### src/rtl/t5_pkg.sv
// Shared opcode constants, instruction-format enum and immediate decode for the t5 core.
package t5_pkg;

    localparam int unsigned ILEN  = 32;
    localparam int unsigned OPC_W = 5;

    localparam logic [OPC_W-1:0] OPC_LOAD     = 5'b00000;
    localparam logic [OPC_W-1:0] OPC_MISC_MEM = 5'b00011;
    localparam logic [OPC_W-1:0] OPC_OP_IMM   = 5'b00100;
    localparam logic [OPC_W-1:0] OPC_AUIPC    = 5'b00101;
    localparam logic [OPC_W-1:0] OPC_STORE    = 5'b01000;
    localparam logic [OPC_W-1:0] OPC_OP       = 5'b01100;
    localparam logic [OPC_W-1:0] OPC_LUI      = 5'b01101;
    localparam logic [OPC_W-1:0] OPC_BRANCH   = 5'b11000;
    localparam logic [OPC_W-1:0] OPC_JALR     = 5'b11001;
    localparam logic [OPC_W-1:0] OPC_JAL      = 5'b11011;
    localparam logic [OPC_W-1:0] OPC_SYSTEM   = 5'b11100;

    typedef enum logic [2:0] {
        FMT_R,
        FMT_I,
        FMT_S,
        FMT_B,
        FMT_U,
        FMT_J,
        FMT_X
    } fmt_e;

    // FMT_X marks anything outside the supported base opcodes, including compressed encodings.
    function automatic fmt_e fmt_decode(input logic [6:0] op7);
        fmt_e f;
        f = FMT_X;
        if (op7[1:0] == 2'b11) begin
            case (op7[6:2])
                OPC_LOAD, OPC_MISC_MEM, OPC_OP_IMM, OPC_JALR, OPC_SYSTEM: f = FMT_I;
                OPC_STORE:          f = FMT_S;
                OPC_BRANCH:         f = FMT_B;
                OPC_AUIPC, OPC_LUI: f = FMT_U;
                OPC_JAL:            f = FMT_J;
                OPC_OP:             f = FMT_R;
                default:            f = FMT_X;
            endcase
        end
        return f;
    endfunction

    // Immediate sign-extended to 32 bits; wider datapaths extend further from bit 31.
    function automatic logic [ILEN-1:0] imm_decode(input logic [31:7] ins, input fmt_e fmt);
        logic [ILEN-1:0] imm;
        imm = '0;
        case (fmt)
            FMT_I:   imm = {{20{ins[31]}}, ins[31:20]};
            FMT_S:   imm = {{20{ins[31]}}, ins[31:25], ins[11:7]};
            FMT_B:   imm = {{19{ins[31]}}, ins[31], ins[7], ins[30:25], ins[11:8], 1'b0};
            FMT_U:   imm = {ins[31:12], 12'b0};
            FMT_J:   imm = {{11{ins[31]}}, ins[31], ins[19:12], ins[20], ins[30:21], 1'b0};
            default: imm = '0;
        endcase
        return imm;
    endfunction

endpackage

### src/rtl/t5_immgen.sv
// Combinational immediate generator, shared by decode and the branch predictor.
module t5_immgen
    import t5_pkg::*;
#(
    parameter int unsigned XLEN = 32
) (
    input  logic [31:7]     i_idat,
    input  fmt_e            i_fmt,
    output logic [XLEN-1:0] o_imm_c
);

    logic [ILEN-1:0] w_imm32;

    assign w_imm32 = imm_decode(i_idat, i_fmt);
    assign o_imm_c = XLEN'($signed(w_imm32));

endmodule

### src/rtl/t5_dec.sv
// Decode/operand stage of the barrel-threaded t5 core with valid/ready handshake and per-hart PC pipeline.
module t5_dec
    import t5_pkg::*;
#(
    parameter int unsigned XLEN = 32,
    parameter int unsigned HBIT = 2
) (
    input  logic            clk,
    input  logic            rst,
    input  logic            i_vld,
    output logic            i_rdy,
    input  logic [XLEN-1:0] pc,
    input  logic [31:0]     idat,
    input  logic [XLEN-1:0] rs1d,
    input  logic [XLEN-1:0] rs2d,
    output logic            o_vld,
    input  logic            o_rdy,
    output logic [XLEN-1:0] op1,
    output logic [XLEN-1:0] op2,
    output logic [XLEN-1:0] cp1,
    output logic [XLEN-1:0] cp2,
    output logic [4:0]      aslc,
    output logic [2:0]      fun3,
    output logic [6:0]      fun7,
    output logic [4:0]      rd,
    output logic [HBIT-1:0] hid,
    output logic            ill,
    output logic [XLEN-1:0] pcn,
    output logic [XLEN-1:0] npc,
    output logic [XLEN-1:0] pc4
);

    localparam int unsigned UPW = XLEN - HBIT;

    logic             w_xin;
    logic             w_xout;
    fmt_e             w_fmt;
    logic             w_ill;
    logic [OPC_W-1:0] w_opc;
    logic [XLEN-1:0]  w_imm;
    logic [XLEN-1:0]  w_op1;
    logic [XLEN-1:0]  w_op2;
    logic [4:0]       w_rd;
    logic [UPW-1:0]   w_pc_hi;
    logic [XLEN-1:0]  w_pcn;

    logic             r_vld;
    logic [XLEN-1:0]  r_op1;
    logic [XLEN-1:0]  r_op2;
    logic [XLEN-1:0]  r_cp1;
    logic [XLEN-1:0]  r_cp2;
    logic [4:0]       r_aslc;
    logic [2:0]       r_fun3;
    logic [6:0]       r_fun7;
    logic [4:0]       r_rd;
    logic [HBIT-1:0]  r_hid;
    logic             r_ill;
    logic [XLEN-1:0]  r_pcn;
    logic [XLEN-1:0]  r_npc;
    logic [XLEN-1:0]  r_pc4;

    assign i_rdy  = !r_vld | o_rdy;
    assign w_xin  = i_vld & i_rdy;
    assign w_xout = r_vld & o_rdy;

    assign w_opc = idat[6:2];
    assign w_fmt = fmt_decode(idat[6:0]);
    assign w_ill = (w_fmt == FMT_X);

    t5_immgen #(
        .XLEN (XLEN)
    ) u_immgen (
        .i_idat  (idat[31:7]),
        .i_fmt   (w_fmt),
        .o_imm_c (w_imm)
    );

    // Operand and destination selection for the offered instruction.
    always_comb begin
        w_op1 = rs1d;
        w_op2 = w_imm;
        w_rd  = idat[11:7];
        if (w_ill) begin
            w_op1 = '0;
            w_op2 = '0;
            w_rd  = '0;
        end else begin
            case (w_opc)
                OPC_AUIPC, OPC_JAL, OPC_BRANCH: w_op1 = pc;
                OPC_LUI:                        w_op1 = '0;
                default:                        w_op1 = rs1d;
            endcase
            case (w_opc)
                OPC_STORE, OPC_BRANCH, OPC_MISC_MEM: w_rd = '0;
                default:                             w_rd = idat[11:7];
            endcase
            if (w_fmt == FMT_R) begin
                w_op2 = rs2d;
            end
        end
    end

    // Hart ID bits ride along unchanged; only the upper field increments and wraps.
    assign w_pc_hi = pc[XLEN-1:HBIT] + UPW'(1);
    assign w_pcn   = {w_pc_hi, pc[HBIT-1:0]};

    always_ff @(posedge clk or posedge rst) begin
        if (rst) begin
            r_vld <= 1'b0;
        end else if (w_xin) begin
            r_vld <= 1'b1;
        end else if (w_xout) begin
            r_vld <= 1'b0;
        end
    end

    always_ff @(posedge clk or posedge rst) begin
        if (rst) begin
            r_op1  <= '0;
            r_op2  <= '0;
            r_cp1  <= '0;
            r_cp2  <= '0;
            r_aslc <= '0;
            r_fun3 <= '0;
            r_fun7 <= '0;
            r_rd   <= '0;
            r_hid  <= '0;
            r_ill  <= 1'b0;
            r_pcn  <= '0;
            r_npc  <= '0;
            r_pc4  <= '0;
        end else if (w_xin) begin
            r_op1  <= w_op1;
            r_op2  <= w_op2;
            r_cp1  <= rs1d;
            r_cp2  <= rs2d;
            r_aslc <= idat[6:2];
            r_fun3 <= idat[14:12];
            r_fun7 <= idat[31:25];
            r_rd   <= w_rd;
            r_hid  <= pc[HBIT-1:0];
            r_ill  <= w_ill;
            r_pcn  <= w_pcn;
            r_npc  <= r_pcn;
            r_pc4  <= r_npc;
        end
    end

    assign o_vld = r_vld;
    assign op1   = r_op1;
    assign op2   = r_op2;
    assign cp1   = r_cp1;
    assign cp2   = r_cp2;
    assign aslc  = r_aslc;
    assign fun3  = r_fun3;
    assign fun7  = r_fun7;
    assign rd    = r_rd;
    assign hid   = r_hid;
    assign ill   = r_ill;
    assign pcn   = r_pcn;
    assign npc   = r_npc;
    assign pc4   = r_pc4;

endmodule
### config.mk
export PLATFORM = sky130hd
export DESIGN_NAME = t5_dec
export DESIGN_NICKNAME = d
export VERILOG_FILES = /design/src/rtl/t5_pkg.sv /design/src/rtl/t5_immgen.sv /design/src/rtl/t5_dec.sv
export SDC_FILE = /design/constraint.sdc
export NUM_CORES = 1
export LEC_CHECK = 0
export ABC_CLOCK_PERIOD_IN_PS = 16900
export CAP_MARGIN = 20
export CORE_AREA = 8 8 144 173
export DETAILED_ROUTE_END_ITERATION = 8
export DIE_AREA = 0 0 152 181
export PLACE_DENSITY = 0.88
export RECOVER_POWER = 100
export SETUP_SLACK_MARGIN = 0.5
export SYNTH_ARGS = -nofsm -noshare
export SYNTH_HDL_FRONTEND = slang
export SYNTH_SLANG_ARGS = --single-unit
### constraint.sdc
create_clock -name clk -period 16.9 [get_ports clk]
set_input_delay 2.535 -clock clk [delete_from_list [all_inputs] [get_ports clk]]
set_output_delay 2.535 -clock clk [all_outputs]
set_load 0.05 [all_outputs]
Word level (Yosys, flattened, before mapping)
Memories as Yosys holds them, arrays and structs flattened.
Cells that the tools add are included.
{"block": "word_totals", "register_bits": 248, "rom_bits": 96, "in_bits": 132, "out_inout_bits": 249, "elab_cells": 47, "mem_count": 1}
{"name": "(no name shown)", "words": 32, "width": 3, "rd": 1, "rd_ports_with_merged_regs": 0, "write_ports": 0, "line_no": "t5_pkg.sv:34", "text": "case (op7[6:2])"}
{"block": "classes", "add_sub_neg": 1, "eq_ne": 13, "mux": 10, "bitwise_logic": 3, "reduce_logical": 5}
{"cell": "32-bit case mux with 5 select lines", "count": 1}
{"cell": "32-bit 2-to-1 mux", "count": 3}
{"cell": "32-bit case mux with 2 select lines", "count": 1}
{"cell": "30-bit by 1-bit adder with 30-bit output, second input constant", "count": 1}
{"cell": "5-bit by 4-bit == test with 1-bit output, second input constant", "count": 2}
{"cell": "5-bit == test, second input constant", "count": 2}
{"cell": "5-bit 2-to-1 mux", "count": 2}
{"cell": "3-bit == test, second input constant", "count": 3}
{"cell": "3-bit by 2-bit == test with 1-bit output, second input constant", "count": 2}
{"cell": "3-bit OR reduction", "count": 2}
{"cell": "5-bit by 2-bit == test with 1-bit output, second input constant", "count": 1}
{"cell": "5-bit by 3-bit == test with 1-bit output, second input constant", "count": 1}
{"cell": "3-bit by 1-bit == test with 1-bit output, second input constant", "count": 1}
{"cell": "3-bit logical NOT", "count": 1}
{"cell": "3-bit 2-to-1 mux", "count": 1}
{"cell": "1-bit bitwise AND", "count": 2}
{"cell": "2-bit == test, second input constant", "count": 1}
{"cell": "1-bit 2-to-1 mux", "count": 2}
{"cell": "2-bit nonzero test", "count": 1}
{"cell": "1-bit logical NOT", "count": 1}
{"cell": "1-bit OR", "count": 1}

Longest topological paths before layout
Gate-level depths: netlist of the first run.
{"block": "depth", "word_depth": 6, "mapped_depth": 10, "mapped_depth_nobuf": 8}

By module
A second synthesis of the first run with hierarchy kept.
{"block": "unflattened", "hier_cells": 1236, "hier_area_um2": 11340.9}
{"module": "t5_dec", "instances": 1, "cells_per_inst": 1170, "area_each_um2": 10950.5, "seq_area_each_um2": 6155.9}
{"module": "t5_immgen", "instances": 1, "cells_per_inst": 66, "area_each_um2": 390.4, "seq_area_each_um2": 0.0}

Worst setup path before layout of the first run
OpenSTA, ideal clock, no wires.
{"block": "synth_path", "path_kind": "input to output", "start": "in o_rdy", "end": "out i_rdy", "arrival_time_ns": 2.983, "required_time_ns": 14.365, "path_slack_ns": 11.382, "stages": 1, "path_buffers": 0, "path_cell_list": "nand2b_1"}
{"block": "synth_between", "elab_chain_len": 1}
{"element": "start, declared", "line_no": "t5_dec.sv:17", "text": "input logic o_rdy,"}
{"element": "1-bit OR", "line_no": "t5_dec.sv:62", "text": "assign i_rdy = !r_vld | o_rdy;"}
{"element": "end, declared", "line_no": "t5_dec.sv:11", "text": "output logic i_rdy,"}
No other way between the ends.

Worst setup path in the final report of the first run
{"block": "layout_path", "start": "in o_rdy", "end": "reg r_op1[18], in the netlist op1[18]"}
{"block": "layout_between", "elab_chain_len": 2}
{"element": "1-bit OR", "line_no": "t5_dec.sv:62"}
{"element": "1-bit bitwise AND", "line_no": "t5_dec.sv:63", "text": "assign w_xin = i_vld & i_rdy;"}
{"element": "end signal, assigned", "line_no": "t5_dec.sv:133", "text": "r_op1 <= w_op1;"}
{"element": "end, declared", "line_no": "t5_dec.sv:48", "text": "logic [XLEN-1:0] r_op1;"}
No other way between the ends.
A chain may end at the register's enable or synchronous reset.

==> results of run 1 <==
[registers in the layout, indices dropped and copies added (netlist names)]
signal	cells
aslc	5
pc4	32
ill	1
cp2	32
npc	32
op2	32
fun7	7
rd	5
cp1	32
pcn	31
fun3	3
o_vld	1
op1	32
hid	1
[kinds of logic (layout without fill, tap and decap cells)]
| group | Yosys count | count (layout) | synth area share |
|---|---|---|---|
| AOI/OAI and AO/OA | 180 | 180 | 0.110 |
| xor gates and xnor gates | 28 | 28 | 0.0231 |
| muxes | 14 | 14 | 0.0132 |
| other | 0 | 3 | 0 |
| adders and majority gates | 4 | 4 | 0.00472 |
| and+or+nand+nor | 602 | 602 | 0.237 |
| buffers and inverters | 76 | 440 | 0.0308 |
| DFF | 246 | 246 | 0.581 |
[final cells by class]
| type | count | area [µm²] |
|---|---|---|
| flip-flops and latches | 246 | 6160 |
| well taps | 279 | 349 |
| diodes | 3 | 7.51 |
| fillers | 1633 | 6880 |
| clock inverters | 11 | 87.6 |
| clock buffers | 33 | 686 |
| repair buffers | 388 | 3830 |
| inverters | 8 | 31.3 |
| multi-input cells | 828 | 4110 |
[per-layer routing]
metal / up-vias / wire, µm
li1: 4504 / -
met1: 4740 / 13600
met2: 468 / 18300
met3: 125 / 2780
met4: 0 / 2210
met5: - / 0
[synth_stat cells, types with 2 or more instances]
cell,number
sky130_fd_sc_hd__nand2_1,508
sky130_fd_sc_hd__dfrtp_1,246
sky130_fd_sc_hd__o21ai_0,58
sky130_fd_sc_hd__clkbuf_1,54
sky130_fd_sc_hd__a22oi_1,40
sky130_fd_sc_hd__o21ai_1,25
sky130_fd_sc_hd__nor2_1,23
sky130_fd_sc_hd__a21oi_1,19
sky130_fd_sc_hd__and3_1,16
sky130_fd_sc_hd__nand3_1,16
sky130_fd_sc_hd__xnor2_1,15
sky130_fd_sc_hd__mux2i_1,14
sky130_fd_sc_hd__xor2_1,13
sky130_fd_sc_hd__a22o_1,12
sky130_fd_sc_hd__inv_1,7
sky130_fd_sc_hd__nand2b_1,7
sky130_fd_sc_hd__nor3_1,7
sky130_fd_sc_hd__a221o_1,6
sky130_fd_sc_hd__buf_2,6
sky130_fd_sc_hd__a32o_1,5
sky130_fd_sc_hd__ha_1,4
sky130_fd_sc_hd__nor2b_1,4
sky130_fd_sc_hd__buf_4,3
sky130_fd_sc_hd__buf_6,3
sky130_fd_sc_hd__nand4_1,3
sky130_fd_sc_hd__a31oi_1,2
sky130_fd_sc_hd__a32oi_1,2
sky130_fd_sc_hd__and2_1,2
sky130_fd_sc_hd__buf_1,2
sky130_fd_sc_hd__nand4_2,2
sky130_fd_sc_hd__nor4_4,2
[power by group]
part	internal [mW]	leakage (nW)	switching, mW
Clock	0.300	0.378	0.227
Sequential	0.666	3.13	0.0492
Combinational	0.172	4.06	0.434
[worst max-delay path, delay by kind of cell]
kind	cells	cell delay, ns
buf+inv	3	4.13
compound gates	2	0.79
simple gates	2	2.90
[per-stage QoR]
step,util,hold WS [ns],total power [mW]
after floorplan,-,0.745,1.11
after global placement,0.657,0.456,1.35
after detailed placement,0.657,0.461,1.36
after CTS,0.691,0.477,1.89
after global routing,0.689,0.484,1.92
final,0.689,0.465,1.85
[worst max path at each step]
stage	endpoint	start	slack, ns
after global placement	i_rdy	o_rdy	10.32
final	op1[18]	o_rdy	6.91
after CTS	i_rdy	o_rdy	10.32
after global routing	npc[18]	rst	5.76
after detailed placement	i_rdy	o_rdy	10.32
after floorplan	aslc[0]	rst	7.61
==> flow_results.xml, run 1 <==
<?xml version="1.0" encoding="UTF-8"?>
<metrics>
  <group name="hold_path">
    <metric name="worstHoldStart" unit="">aslc[4]</metric>
    <metric name="min-delay-path-class" unit="">reg -&gt; reg</metric>
    <metric name="holdPathEnd" unit="">aslc[4]</metric>
    <metric name="worst_hold_depth" unit="">2</metric>
  </group>
  <group name="cts">
    <metric name="clk_pin_slew_worst_paths" unit="ns">0.06</metric>
    <metric name="cts.path.max_buffers" unit="">3</metric>
    <metric name="cts_tree" unit="">built</metric>
    <metric name="clk_tree_root_cell" unit="">sky130_fd_sc_hd__clkbuf_16</metric>
    <metric name="cts.repair_timing.setup_buffer_count" unit="">0</metric>
    <metric name="insertion_delay" unit="ns">0.51</metric>
    <metric name="tritoncts_num_sinks" unit="">246</metric>
    <metric name="post_cts_hold_buffer_count" unit="">0</metric>
    <metric name="clock_tree.htree_level_count" unit="">1</metric>
    <metric name="post_cts.resized_instances" unit="">0</metric>
    <metric name="cts-buffers-inserted" unit="">25</metric>
  </group>
  <group name="final_layout">
    <metric name="final_area" unit="µm²">15300</metric>
    <metric name="most_common_library_cell_in_the_layout_ignoring_fill_and_taps" unit="">sky130_fd_sc_hd__nand2_1</metric>
    <metric name="nNetsFinal" unit="">1633</metric>
    <metric name="commonest_cells_after_routing_fill_and_taps_aside" unit="">508 x sky130_fd_sc_hd__nand2_1, 251 x sky130_fd_sc_hd__dlygate4sd3_1, 246 x sky130_fd_sc_hd__dfrtp_1</metric>
    <metric name="final_cell_count_no_fill" unit="">1796</metric>
    <metric name="area.growth.synth_to_final" unit="%">44.0</metric>
    <metric name="final_layout_size_suffix_gt1_frac" unit="">0.0376</metric>
  </group>
  <group name="routing">
    <metric name="via_count" unit="">9837</metric>
    <metric name="drc" unit="">0</metric>
    <metric name="firstDrtPassIters" unit="">5</metric>
    <metric name="ant_nets" unit="">0</metric>
    <metric name="average_via_count_per_standard_cell" unit="">5.48</metric>
    <metric name="drt-total-wl" unit="µm">36900</metric>
    <metric name="first_iter_violations" unit="">754</metric>
    <metric name="wl_per_cell" unit="µm">20.5</metric>
  </group>
  <group name="grt">
    <metric name="top_usage_layer" unit="">met2</metric>
    <metric name="grt_overflow" unit="">0</metric>
    <metric name="grt_antenna_before_repair" unit="">3</metric>
    <metric name="grt_start_max_net_pins" unit="">119</metric>
    <metric name="globalRouteMet1Util" unit="">0.303</metric>
    <metric name="global_route.usage.met2" unit="">0.440</metric>
    <metric name="via_count_of_the_first_global_routing_pass" unit="">9937</metric>
    <metric name="globalRouteTotalUtil" unit="">0.261</metric>
    <metric name="grt_pass1_wl" unit="µm">57600</metric>
    <metric name="grt_util_met3" unit="">0.0597</metric>
  </group>
  <group name="placed_design">
    <metric name="detailed_place.area" unit="µm²">14500</metric>
    <metric name="placed_cells_incl_taps" unit="">1748</metric>
    <metric name="gpl.final_weighted_congestion" unit="">0.858</metric>
    <metric name="io_buffers" unit="">380</metric>
    <metric name="total_half_perimeter_wirelength_after_legalization_and_detailed_placement" unit="µm">27100</metric>
    <metric name="dpl_worst_slack" unit="ns">10.32</metric>
  </group>
  <group name="logic_synthesis">
    <metric name="yosys.cell_types.count" unit="">55</metric>
    <metric name="syn_nets" unit="">1286</metric>
    <metric name="main_flop_type_after_synthesis" unit="">sky130_fd_sc_hd__dfrtp_1</metric>
    <metric name="synthesis.area" unit="µm²">10600</metric>
    <metric name="sequential_area_share_after_synthesis" unit="">0.581</metric>
    <metric name="synth-async-reset-ratio" unit="">1.00</metric>
    <metric name="yosys_register_bits" unit="">246</metric>
    <metric name="area_contributors_post_synth" unit="">sky130_fd_sc_hd__dfrtp_1 58%, sky130_fd_sc_hd__nand2_1 18%, sky130_fd_sc_hd__a22oi_1 2.8%</metric>
    <metric name="syn-mean-instance-area" unit="µm²">9.22</metric>
    <metric name="netlist.area_leader.share" unit="">0.581</metric>
    <metric name="synth_warnings" unit="">0</metric>
    <metric name="netlist_instances" unit="">1150</metric>
    <metric name="synthDominantAreaCellType" unit="">sky130_fd_sc_hd__dfrtp_1</metric>
    <metric name="synth-edff-count" unit="">0</metric>
  </group>
  <group name="floorplanning">
    <metric name="fp.dieH" unit="µm">181</metric>
    <metric name="boundaryPins" unit="">381</metric>
    <metric name="floorplan.initialDensity" unit="">0.479</metric>
    <metric name="fp-row-count" unit="">60</metric>
    <metric name="fp.coreArea" unit="µm²">22100</metric>
    <metric name="die-area" unit="µm²">27500</metric>
    <metric name="fp.dieW" unit="µm">152</metric>
  </group>
  <group name="setup_path">
    <metric name="worst_setup_path_end_kind" unit="">flip-flop</metric>
    <metric name="reg2reg_to" unit="">op1[18]</metric>
    <metric name="start_kind" unit="">input port</metric>
    <metric name="r2r_setup_slack" unit="ns">9.12</metric>
    <metric name="critPathRequiredTime" unit="ns">17.30</metric>
    <metric name="worstPathArrival" unit="ns">10.40</metric>
    <metric name="worstPathCellList" unit="">dlygate4sd3_1 &gt; nand2b_1 &gt; and2_0 &gt; clkbuf_1 &gt; o21ai_0 &gt; clkbuf_1 &gt; o21ai_0</metric>
    <metric name="cpMaxStageDelayCell" unit="">sky130_fd_sc_hd__clkbuf_1</metric>
    <metric name="timing.critical_path.slowest_cell_delay" unit="ns">2.84</metric>
    <metric name="r2r.worst_path.cells" unit="">6</metric>
    <metric name="critical_path.max_fanout" unit="">93</metric>
    <metric name="timing.rr.start" unit="">o_vld</metric>
    <metric name="critPathKind" unit="">in -&gt; reg</metric>
  </group>
  <group name="sta">
    <metric name="fin_tns_setup" unit="ns">0</metric>
    <metric name="period_share" unit="">0.591</metric>
    <metric name="finClkSkew" unit="ns">0.00927</metric>
    <metric name="highest_clock_rate" unit="MHz">100</metric>
    <metric name="post-route-min-period" unit="ns">9.99</metric>
    <metric name="setup_ws" unit="ns">6.91</metric>
    <metric name="rsz_0062_raised_after_global_routing" unit="">false</metric>
    <metric name="maxSlewViolCount" unit="">744</metric>
    <metric name="relative_slew_slack" unit="">-2.50</metric>
    <metric name="finalHoldViolations" unit="">0</metric>
    <metric name="worst_max_slew_pin_slew" unit="ns">5.22</metric>
    <metric name="setup_violations" unit="">0</metric>
  </group>
  <group name="outcome">
    <metric name="failed_checks" unit="">capacitance limit, slew limit</metric>
    <metric name="run_status" unit="">finished, violations left</metric>
  </group>
  <group name="power">
    <metric name="power.density_cell_area" unit="nW/µm²">121</metric>
    <metric name="power_leakage" unit="nW">7.57</metric>
    <metric name="worst_ir_drop_vdd" unit="µV">79.8</metric>
  </group>
  <group name="run">
    <metric name="count_of_maximum_capacitance_violations" unit="">11</metric>
  </group>
</metrics>
No activity file was read; power rests on OpenSTA's default activity.
==> run 2: changes to the inputs <==
--- a/config.mk
+++ b/config.mk
@@ -5,12 +5,12 @@
 export SDC_FILE = /design/constraint.sdc
 export NUM_CORES = 1
 export LEC_CHECK = 0
-export ABC_CLOCK_PERIOD_IN_PS = 16900
+export ABC_CLOCK_PERIOD_IN_PS = 9900
 export CAP_MARGIN = 20
-export CORE_AREA = 8 8 144 173
+export CORE_AREA = 8 8 150 180
 export DETAILED_ROUTE_END_ITERATION = 8
-export DIE_AREA = 0 0 152 181
-export PLACE_DENSITY = 0.88
+export DIE_AREA = 0 0 158 188
+export PLACE_DENSITY = 0.82
 export RECOVER_POWER = 100
 export SETUP_SLACK_MARGIN = 0.5
 export SYNTH_ARGS = -nofsm -noshare
==> constraint.sdc (replaced) <==
create_clock -name clk -period 9.9 [get_ports clk]
set_input_delay 1.485 -clock clk [delete_from_list [all_inputs] [get_ports clk]]
set_output_delay 1.485 -clock clk [all_outputs]
set_load 0.05 [all_outputs]
==> run 2 against run 1 <==
The flow still finishes with violations (capacitance limit, slew limit). Core utilization decreased by 5.0 points. Count of clock-buffer cells in the layout unchanged. Via count decreased by 1.4%. Sequential power increased by 71%. Total power increased by 79%. Critical path depth unchanged. Combinational power increased by 70%. Worst hold slack improved by 0.0024 ns. Register-to-register slack got worse by 4.7 ns. Die area increased by 8.0%. Global-route usage decreased by 2.0 points. Cell area increased by 1.7%. Largest cell class unchanged.
==> flow_results.xml, run 2 (synthesis gave the netlist of run 1 again) <==
<?xml version="1.0" encoding="UTF-8"?>
<metrics>
  <group name="placed_design">
    <metric name="gpl.final_weighted_congestion" unit="">0.896</metric>
    <metric name="io_buffers" unit="">380</metric>
    <metric name="dpl_worst_slack" unit="ns">5.25</metric>
    <metric name="detailed_place.area" unit="µm²">14600</metric>
    <metric name="total_half_perimeter_wirelength_after_legalization_and_detailed_placement" unit="µm">27100</metric>
  </group>
  <group name="setup_path">
    <metric name="critPathRequiredTime" unit="ns">10.30</metric>
    <metric name="start_kind" unit="">input port</metric>
    <metric name="critPathKind" unit="">in -&gt; reg</metric>
    <metric name="worst_setup_path_end_kind" unit="">flip-flop</metric>
    <metric name="timing.critical_path.slowest_cell_delay" unit="ns">1.70</metric>
    <metric name="worstPathCellList" unit="">dlygate4sd3_1 &gt; nand2b_1 &gt; nand2_1 &gt; clkbuf_1 &gt; buf_4 &gt; a31oi_1 &gt; a32o_1</metric>
    <metric name="critPathBufInv" unit="">3</metric>
    <metric name="critPathTopFamily" unit="">buffers and inverters</metric>
    <metric name="worstPathArrival" unit="ns">7.09</metric>
    <metric name="cpMaxStageDelayCell" unit="">sky130_fd_sc_hd__clkbuf_1</metric>
    <metric name="critical_path.max_fanout" unit="">78</metric>
  </group>
  <group name="sta">
    <metric name="fin_tns_setup" unit="ns">0</metric>
    <metric name="post-route-min-period" unit="ns">6.69</metric>
    <metric name="relative_slew_slack" unit="">-2.43</metric>
    <metric name="rsz_0062_raised_after_global_routing" unit="">false</metric>
    <metric name="period_share" unit="">0.676</metric>
    <metric name="setup_ws" unit="ns">3.21</metric>
    <metric name="finClkSkew" unit="ns">0.0116</metric>
    <metric name="finalHoldViolations" unit="">0</metric>
    <metric name="highest_clock_rate" unit="MHz">149</metric>
    <metric name="worst_max_slew_pin_slew" unit="ns">5.12</metric>
    <metric name="setup_violations" unit="">0</metric>
    <metric name="maxSlewViolCount" unit="">337</metric>
  </group>
  <group name="cts">
    <metric name="cts.repair_timing.setup_buffer_count" unit="">0</metric>
    <metric name="post_cts_hold_buffer_count" unit="">0</metric>
    <metric name="cts_tree" unit="">built</metric>
    <metric name="insertion_delay" unit="ns">0.52</metric>
    <metric name="post_cts.resized_instances" unit="">0</metric>
    <metric name="tritoncts_num_sinks" unit="">246</metric>
    <metric name="clk_pin_slew_worst_paths" unit="ns">0.06</metric>
    <metric name="clock_tree.htree_level_count" unit="">1</metric>
    <metric name="cts-buffers-inserted" unit="">26</metric>
    <metric name="clk_tree_root_cell" unit="">sky130_fd_sc_hd__clkbuf_16</metric>
    <metric name="cts.path.max_buffers" unit="">3</metric>
  </group>
  <group name="grt">
    <metric name="grt_antenna_before_repair" unit="">5</metric>
    <metric name="globalRouteTotalUtil" unit="">0.241</metric>
    <metric name="via_count_of_the_first_global_routing_pass" unit="">9780</metric>
    <metric name="grt_pass1_wl" unit="µm">56000</metric>
    <metric name="grt_start_max_net_pins" unit="">117</metric>
    <metric name="grt_overflow" unit="">0</metric>
  </group>
  <group name="final_layout">
    <metric name="commonest_cells_after_routing_fill_and_taps_aside" unit="">508 x sky130_fd_sc_hd__nand2_1, 251 x sky130_fd_sc_hd__dlygate4sd3_1, 246 x sky130_fd_sc_hd__dfrtp_1</metric>
    <metric name="final_layout_size_suffix_gt1_frac" unit="">0.0449</metric>
    <metric name="area.growth.synth_to_final" unit="%">46.4</metric>
    <metric name="final_area" unit="µm²">15500</metric>
    <metric name="most_common_library_cell_in_the_layout_ignoring_fill_and_taps" unit="">sky130_fd_sc_hd__nand2_1</metric>
    <metric name="nNetsFinal" unit="">1634</metric>
  </group>
  <group name="hold_path">
    <metric name="min-delay-path-class" unit="">reg -&gt; reg</metric>
  </group>
  <group name="floorplanning">
    <metric name="fp.dieW" unit="µm">158</metric>
    <metric name="floorplan.initialDensity" unit="">0.437</metric>
    <metric name="fp-row-count" unit="">63</metric>
    <metric name="fp.dieH" unit="µm">188</metric>
    <metric name="fp.coreArea" unit="µm²">24300</metric>
    <metric name="boundaryPins" unit="">381</metric>
    <metric name="die-area" unit="µm²">29700</metric>
  </group>
  <group name="routing">
    <metric name="first_iter_violations" unit="">658</metric>
    <metric name="average_via_count_per_standard_cell" unit="">5.25</metric>
    <metric name="drt-total-wl" unit="µm">36900</metric>
    <metric name="firstDrtPassIters" unit="">5</metric>
    <metric name="wl_per_cell" unit="µm">20.0</metric>
    <metric name="drc" unit="">0</metric>
    <metric name="ant_nets" unit="">0</metric>
    <metric name="via_count" unit="">9698</metric>
  </group>
  <group name="run">
    <metric name="count_of_maximum_capacitance_violations" unit="">5</metric>
  </group>
  <group name="power">
    <metric name="power.density_cell_area" unit="nW/µm²">214</metric>
    <metric name="power_leakage" unit="nW">7.67</metric>
    <metric name="worst_ir_drop_vdd" unit="µV">138</metric>
  </group>
  <group name="outcome">
    <metric name="failed_checks" unit="">capacitance limit, slew limit</metric>
    <metric name="run_status" unit="">finished, violations left</metric>
  </group>
</metrics>
-- run 2: path summary, 6_finish.rpt --
kind	from	end	slack, ns	cells after the start
setup / recovery	o_rdy	rd[3]	3.21	7
hold / removal	pc4[24]	pc4[24]	0.47	2
setup reg to reg	o_vld	rd[3]	4.43	6
hold reg to reg	pc4[24]	pc4[24]	0.47	2
max in group asynchronous	rst	cp1[19]	3.78	4
min in group asynchronous	rst	cp2[17]	2.85	2
-- run 2: through the flow --
step	utilization	instances	power, mW	hold slack, ns
after floorplan	-	1150	1.89	0.745
after global placement	0.602	1795	2.31	0.457
after detailed placement	0.602	1795	2.32	0.461
after CTS	0.641	1841	3.40	0.477
after global routing	0.639	1846	3.44	0.487
final	0.639	1846	3.32	0.467
-- run 2: area by class of cell --
type                    instances  area (µm²)
inverters                       8        31.3
well taps                     325         407
multi-input cells             828        4110
repair buffers                388        3850
flip-flops and latches        246        6160
diodes                          5        12.5
fillers                      2006        8760
clock buffers                  33         748
clock inverters                13         201
-- run 2: layer usage --
layer | part of all wire | GRT usage | routed length (µm) | vias to the layer above
met3 | 0.079 | 0.0527 | 2900 | 103
met2 | 0.50 | 0.404 | 18500 | 396
met1 | 0.37 | 0.284 | 13600 | 4700
met5 | 0 | 0 | 0 | -
met4 | 0.051 | 0.128 | 1890 | 0
li1 | - | - | - | 4499
-- run 2: worst reg2reg max path, stage by stage, from the launching register on --
cell                       delay, ns
sky130_fd_sc_hd__dfrtp_1        0.35
sky130_fd_sc_hd__nand2b_1       0.11
sky130_fd_sc_hd__nand2_1        1.33
sky130_fd_sc_hd__clkbuf_1       1.70
sky130_fd_sc_hd__buf_4          0.85
sky130_fd_sc_hd__a31oi_1        0.52
sky130_fd_sc_hd__a32o_1         0.48
-- run 2: report_power, final --
| group | switching, mW | internal, mW | leakage (nW) |
|---|---|---|---|
| sequential | 0.0838 | 1.14 | 3.13 |
| clock | 0.407 | 0.663 | 0.461 |
| combinational | 0.738 | 0.289 | 4.08 |
